### config.mk
export PLATFORM = sky130hd
export DESIGN_NAME = tlul_sram_adapter
export DESIGN_NICKNAME = d
export VERILOG_FILES = /design/src/rtl/tlul_sram_adapter.sv
export SDC_FILE = /design/constraint.sdc
export NUM_CORES = 1
export LEC_CHECK = 0
export CAP_MARGIN = 20
export CELL_PAD_IN_SITES_DETAIL_PLACEMENT = 1
export CELL_PAD_IN_SITES_GLOBAL_PLACEMENT = 1
export CORE_MARGIN = 2
export CORE_UTILIZATION = 31
export CTS_BUF_LIST = sky130_fd_sc_hd__clkbuf_4
export CTS_CLUSTER_DIAMETER = 120
export DETAILED_ROUTE_END_ITERATION = 7
export PLACE_DENSITY = 0.87
export SETUP_SLACK_MARGIN = 0.02
export SYNTH_ARGS = -nofsm -noshare
export SYNTH_HDL_FRONTEND = slang
export SYNTH_SLANG_ARGS = --single-unit
### constraint.sdc
create_clock -name clock -period 3.75 [get_ports clock]
set_clock_uncertainty 0.05 [all_clocks]
set_input_delay 0.375 -clock clock [delete_from_list [all_inputs] [get_ports clock]]
set_output_delay 0.375 -clock clock [all_outputs]
set_load 0.05 [all_outputs]
### src/rtl/tlul_sram_adapter.sv
// tlul_sram_adapter: TL-UL device port driving a single-port, 1-cycle-latency SRAM.
// Responses are returned in order through a small circular queue.
package tlul_pkg;
    typedef struct packed {
        logic        a_valid;
        logic [2:0]  a_opcode;
        logic [2:0]  a_param;
        logic [1:0]  a_size;
        logic [7:0]  a_source;
        logic [31:0] a_address;
        logic [3:0]  a_mask;
        logic [31:0] a_data;
        logic        d_ready;
    } tl_h2d_t;
    typedef struct packed {
        logic        d_valid;
        logic [2:0]  d_opcode;
        logic [2:0]  d_param;
        logic [1:0]  d_size;
        logic [7:0]  d_source;
        logic        d_sink;
        logic [31:0] d_data;
        logic        d_error;
        logic        a_ready;
    } tl_d2h_t;
    localparam logic [2:0] op_put_full = 3'd0;
    localparam logic [2:0] op_put_partial = 3'd1;
    localparam logic [2:0] op_get = 3'd4;
    localparam logic [2:0] op_ack = 3'd0;
    localparam logic [2:0] op_ack_data = 3'd1;
endpackage

module tlul_sram_adapter
    import tlul_pkg::*;
#(
    parameter int SramAw = 12,
    parameter int Outstanding = 2
) (
    input  logic              clock,
    input  logic              reset,
    input  tl_h2d_t           tl_i,
    output tl_d2h_t           tl_o,
    output logic              sram_req_o,
    output logic              sram_we_o,
    output logic [SramAw-1:0] sram_addr_o,
    output logic [31:0]       sram_wdata_o,
    output logic [31:0]       sram_wmask_o,
    input  logic [31:0]       sram_rdata_i
);
    localparam int PW = Outstanding > 1 ? $clog2(Outstanding) : 1;
    localparam int CW = $clog2(Outstanding + 1);

    typedef struct packed {
        logic [2:0]  opcode;
        logic [1:0]  size;
        logic [7:0]  source;
        logic        error;
        logic        is_read;
        logic        data_ok;
        logic [31:0] data;
    } entry_t;

    entry_t        q [Outstanding];
    entry_t        head, push;
    logic [PW-1:0] wptr, rptr, cap_ptr;
    logic [CW-1:0] count;
    logic          cap_pend, a_ready, accept, pop, is_get, is_put, misalign, err, bypass, d_valid;
    logic [3:0]    lanes;
    logic          unused;

    function automatic logic [PW-1:0] nxt(input logic [PW-1:0] p);
        return p == PW'(Outstanding - 1) ? '0 : p + 1'b1;
    endfunction

    assign unused = ^tl_i.a_param;

    assign is_get = tl_i.a_opcode == op_get;
    assign is_put = tl_i.a_opcode == op_put_full || tl_i.a_opcode == op_put_partial;
    assign misalign = (tl_i.a_size == 2'd1 && tl_i.a_address[0]) ||
                      (tl_i.a_size == 2'd2 && |tl_i.a_address[1:0]);
    // byte lanes a PutFullData of this size/offset must fully cover
    assign lanes = tl_i.a_size == 2'd0 ? 4'b0001 << tl_i.a_address[1:0] :
                   tl_i.a_size == 2'd1 ? (tl_i.a_address[1] ? 4'b1100 : 4'b0011) : 4'b1111;
    assign err = !(is_get || is_put) || tl_i.a_size > 2'd2 || misalign ||
                 |(tl_i.a_address >> (SramAw + 2)) ||
                 (tl_i.a_opcode == op_put_full && (tl_i.a_mask & lanes) != lanes);

    assign a_ready = count < CW'(Outstanding) && !reset;
    assign accept = tl_i.a_valid && a_ready;

    assign sram_req_o = accept && !err;
    assign sram_we_o = is_put;
    assign sram_addr_o = tl_i.a_address[SramAw+1:2];
    assign sram_wdata_o = tl_i.a_data;
    assign sram_wmask_o = {{8{tl_i.a_mask[3]}}, {8{tl_i.a_mask[2]}},
                           {8{tl_i.a_mask[1]}}, {8{tl_i.a_mask[0]}}};

    assign push = '{opcode: is_get ? op_ack_data : op_ack, size: tl_i.a_size,
                    source: tl_i.a_source, error: err, is_read: is_get && !err,
                    data_ok: !(is_get && !err), data: '0};

    // read data arriving this cycle for the head entry is forwarded before capture
    assign head = q[rptr];
    assign bypass = cap_pend && cap_ptr == rptr;
    assign d_valid = count != '0 && (head.data_ok || bypass);
    assign pop = d_valid && tl_i.d_ready;

    always_comb begin
        tl_o = '0;
        tl_o.a_ready = a_ready;
        tl_o.d_valid = d_valid;
        tl_o.d_opcode = head.opcode;
        tl_o.d_size = head.size;
        tl_o.d_source = head.source;
        tl_o.d_error = head.error;
        tl_o.d_data = !head.is_read ? 32'h0 : bypass ? sram_rdata_i : head.data;
    end

    always_ff @(posedge clock or posedge reset) begin
        if (reset) begin
            wptr <= '0;
            rptr <= '0;
            cap_ptr <= '0;
            cap_pend <= 1'b0;
            count <= '0;
            for (int i = 0; i < Outstanding; i++) q[i] <= '0;
        end else begin
            cap_pend <= sram_req_o && !sram_we_o;
            cap_ptr <= wptr;
            if (cap_pend) begin
                q[cap_ptr].data <= sram_rdata_i;
                q[cap_ptr].data_ok <= 1'b1;
            end
            if (accept) begin
                q[wptr] <= push;
                wptr <= nxt(wptr);
            end
            if (pop) rptr <= nxt(rptr);
            count <= count + CW'(accept) - CW'(pop);
        end
    end
endmodule

Word level (Yosys, flattened, before mapping)

Index checks and enable logic that the tools add are counted.

Register bits: 102
Logic and storage cells: 94

$add $sub $neg: 4
$lt $le $gt $ge: 7
Eq/ne operators: 6
Shift operators: 1
Muxes and demuxes: 22
Bitwise gates (word level): 4
Reductions and logical operators: 31

Operators with widths:

| operator            | number |
|---|---|
| $bwmux 96           | 3 |
| $mux 48             | 4 |
| $mux 96             | 2 |
| $demux 48 s1        | 3 |
| $mux 32             | 3 |
| $mux 33             | 1 |
| $reduce_or 18->1    | 1 |
| $logic_and 1x1->1   | 13 |
| $mux 4              | 3 |
| $logic_or 1x1->1    | 8 |
| $ge 2x2->1 const B  | 3 |
| $not 1->2           | 3 |
| $logic_not 1->1     | 5 |
| $and 4x4->4         | 1 |
| $lt 2x1->1 const B  | 2 |
| $ne 4x4->1          | 1 |
| $shl 1x2->4 const A | 1 |
| $eq 3x1->1 const B  | 1 |
| $eq 3x3->1 const B  | 1 |
| $logic_not 3->1     | 1 |
| $mux 1              | 3 |
| $add 1x1->1 const B | 2 |
| $add 2x1->2         | 1 |
| $eq 2x1->1 const B  | 1 |
| 8 further kinds     | 8 |

Longest topological paths before layout

Gate-level depths: netlist of the first run.

Depth after elaboration: 13
Mapped depth: 8
Gate-level depth less buffers: 8

Least setup slack after synthesis of the first run

No wires, ideal clock.

Kind: reg2out
Start point: register cap_ptr
End point: output port tl_o[10] (netlist bit)
Data arrival time: 2.220 ns
Required time: 3.325 ns
Setup slack: 1.105 ns
Stages on the path, launching flop included: 7
Path through: dfrtp_1 > xnor2_1 > nand2_1 > buf_2 > buf_2 > nor2_1 > a211oi_1

RTL lines:

| item                   | line | text |
|---|---|---|
| start, declared        | 65   | `logic [PW-1:0] wptr, rptr, cap_ptr;` |
| start signal, assigned | 129  | `cap_ptr <= wptr;` |
| end, declared          | 42   | `output tl_d2h_t tl_o,` |

==> flow_summary.json, run 1 <==
{
  "syn_area_mm2": 0.00557,
  "clock_path_buffers": 2,
  "top_usage_layer": "met2",
  "seqPwrFrac_pct": 41.5,
  "reg2reg_to": "count[1]",
  "yosys.area.top_type": "dfrtp_1",
  "grt_pass1_vias": 4705,
  "synth_compound_area_share_pct": 12.1,
  "grt_max_degree": 56,
  "layout.nets": 782,
  "fmax_ghz": 0.291,
  "crit_top_cell": "buf_4",
  "clk_pin_slew_worst_paths_ps": 150,
  "power.share.combinational_pct": 45.0,
  "timing.critical_path.from_type": "register",
  "vdd_drop_max_uv": 535,
  "start_util_pct": 31.3,
  "area_growth_pct": 22.2,
  "timing.final.crit_share_pct": 91.8,
  "drive_above_1_share_pct": 12.3,
  "grt_first_pass_wirelength_mm": 24.9,
  "ys.flop_type": "dfrtp_1",
  "reg2reg_slack_ps": 1220,
  "switching_power_mw": 1.47,
  "htreeDepth": 3,
  "grtUsageMet2_pct": 28.8,
  "crit_required_ps": 3320,
  "synth-xor-area-share_pct": 0.787,
  "synth_adder_area_share_pct": 0.450,
  "rr_startpoint": "rptr",
  "grt-ovfl-total": 0,
  "drc": 0,
  "antenna_found_initial": 1,
  "rows": 49,
  "globalRouteTotalUtil_pct": 16.2,
  "crit_slowest_cell": "mux2i_4",
  "critPathKind": "register to primary output",
  "routed_via_density": 4.95,
  "io_pins": 250,
  "port_buffers": 152,
  "synth_edf_count": 0,
  "gr-usage-met3_pct": 5.33,
  "synth_cell_types": 35,
  "cts-resized-gates": 0,
  "hold_violations": 0,
  "ant_nets": 0,
  "reg2reg_depth": 8,
  "muxShareOfSynthArea_pct": 13.4,
  "drt-pass1-iter-count": 4,
  "drv_cap": 0,
  "worstSkewPairLatency_ps": 460,
  "synth_top_family_by_area": "buffers and inverters",
  "worst_setup_path_end_kind": "primary output",
  "fin_crit_ps": 3440,
  "swShare_pct": 40.3,
  "seq_area_frac_synth_pct": 44.1,
  "syn_inst": 604,
  "ctsHoldBuffers": 0,
  "synth_seq_cells": 98,
  "intPower_mw": 2.18,
  "synth_common_cells": "nand2_1 (130), dfrtp_1 (98), buf_4 (87)",
  "ys_async_sr_fraction_pct": 100,
  "relSlewSlack_pct": 43.3,
  "numCtsBuffers": 9,
  "avgRoutedWirePerCell_um": 17.1,
  "cts_sinks": 98,
  "die_w_um": 138,
  "min_path_type": "input port to asynchronous set/reset pin",
  "critPathArrivalTime_ps": 3020,
  "synth.top_cell.area_share_pct": 44.1,
  "worstMarginPinSlew_ps": 849,
  "worst-path-buf-inv": 3,
  "tns_ps": 0,
  "setup_viol": 0,
  "rsz0062_at_grt": "false",
  "cts_setup_buffers": 0,
  "num_vias": 4427,
  "outcome": "complete, no violations",
  "use_met1_pct": 18.9,
  "hpwlAfterDp_mm": 10.4,
  "netlist_top_cells_area": "dfrtp_1 (44%), buf_4 (12%), nand2_1 (8.8%)",
  "synth.most_common_cell": "nand2_1",
  "dpl_cell_area_mm2": 0.00669,
  "timing.final.max_slew_violations": 0,
  "core_mm2": 0.0178,
  "die_h_um": 138,
  "p_leak_nw": 2.75,
  "yosysWarningCount": 0,
  "root_buffer": "clkbuf_4",
  "crit_fanout": 19,
  "drt_iter0_markers": 157,
  "cellPowerDensity_mw_per_mm2": 537,
  "synth.avg_cell_area_um2": 9.22,
  "synth-simple-area-share_pct": 14.4,
  "cts_tree": "built",
  "crit_family": "buffers and inverters",
  "pwr-share-clk_pct": 13.5,
  "drt_wl_total_mm": 15.3,
  "crit_chain": "buf_4, mux2i_4, buf_4, a211oi_1, clkdlybuf4s50_1",
  "dieArea_mm2": 0.0190,
  "fin_area_mm2": 0.00680,
  "slowest_delay_ps": 740,
  "gp_congestion": 0.690
}
state kept, by name, summed over array words and instances, names as in the netlist:
signal and cells:
cap_pend 1, cap_ptr 1, count 2, q 92, rptr 1, wptr 1
worst max-delay path by stage:
stage               depth (start not counted)  startpoint  slack [ps]       end
floorplan                                   1       reset         760  cap_pend
global placement                            5        rptr         840  tl_o[21]
detailed placement                          5        rptr         790  tl_o[21]
CTS                                         5        rptr         210  tl_o[21]
global route                                5        rptr         150  tl_o[10]
finish                                      5        rptr         310  tl_o[21]
power groups by stage:
stage,clock network [mW],registers (mW),logic (mW)
detailed placement,0,1.54,1.66
CTS,0.528,1.52,1.67
finish,0.494,1.51,1.64
global placement,0,1.52,1.63
global route,0.559,1.56,1.76
floorplan,0,1.49,1.35
worst reg2reg max path: cells and delay by family (launching register included):
kind	cells	cell delay [ps]
multiplexers	1	200
adder cells (fa/ha/maj)	2	470
flip-flops	1	410
XOR/XNOR	2	260
AO/OA/AOI/OAI	1	460
buffers and inverters	2	600
cell families after synthesis:
group,count (synthesis)
buffers and inverters,128
XOR/XNOR,5
AO/OA/AOI/OAI,109
multiplexers,70
flip-flops,98
other,1
AND/OR/NAND/NOR,191
adder cells (fa/ha/maj),2
layer usage:
metal / routed length (um) / vias to the layer above
met5: 0 / -
met4: 159 / 0
met3: 1090 / 11
met2: 7760 / 157
met1: 6290 / 2197
li1: - / 2062
area by class of cell:
type                            count  area (um2)
Inverter                            4        17.5
Sequential cell                    98        2450
Clock inverter                      6        33.8
Multi-Input combinational cell    383        2330
Clock buffer                       10        75.1
Fill cell                        2066       11000
Timing Repair Buffer              164        1610
Tap cell                          229         287
Antenna cell                        1        2.50
cell usage in the layout, fill, tap and decap left out, types with 2 or more instances in the layout:
master,netlist,routed
mux2_2,36,36
nor3_1,5,5
a31oi_1,4,4
xnor2_1,4,4
a21oi_1,66,66
nand2_1,130,129
dfrtp_1,98,97
mux2i_1,34,33
conb_1,1,6
inv_1,4,3
clkbuf_4,0,10
clkinv_1,0,3
nor2b_1,3,2
buf_4,87,18
a31o_2,2,2
a211oi_1,33,33
nor2_1,40,40
ha_1,2,2
nor4_2,3,3
clkdlybuf4s50_1,0,145
stage by stage:
stage	utilization, %	hold WS (ps)	instances	setup slack, ps	power, mW
6_report	38.3	371	895	308	3.65
5_1_grt	38.3	371	895	152	3.88
4_1_cts	38.3	340	894	214	3.71
3_5_place_dp	37.6	432	878	790	3.20
3_3_place_gp	37.6	433	878	838	3.14
2_1_floorplan	-	407	609	763	2.84
Note: power is estimated with default switching activity, not from simulation.
==> run 2, diff against run 1 <==
ABC_CLOCK_PERIOD_IN_PS = 3750   (was default)
CTS_CLUSTER_SIZE = 12   (was default)
==> results of run 2 <==
Same layout as run 1: the final DEF is identical, and so are final timing and power.
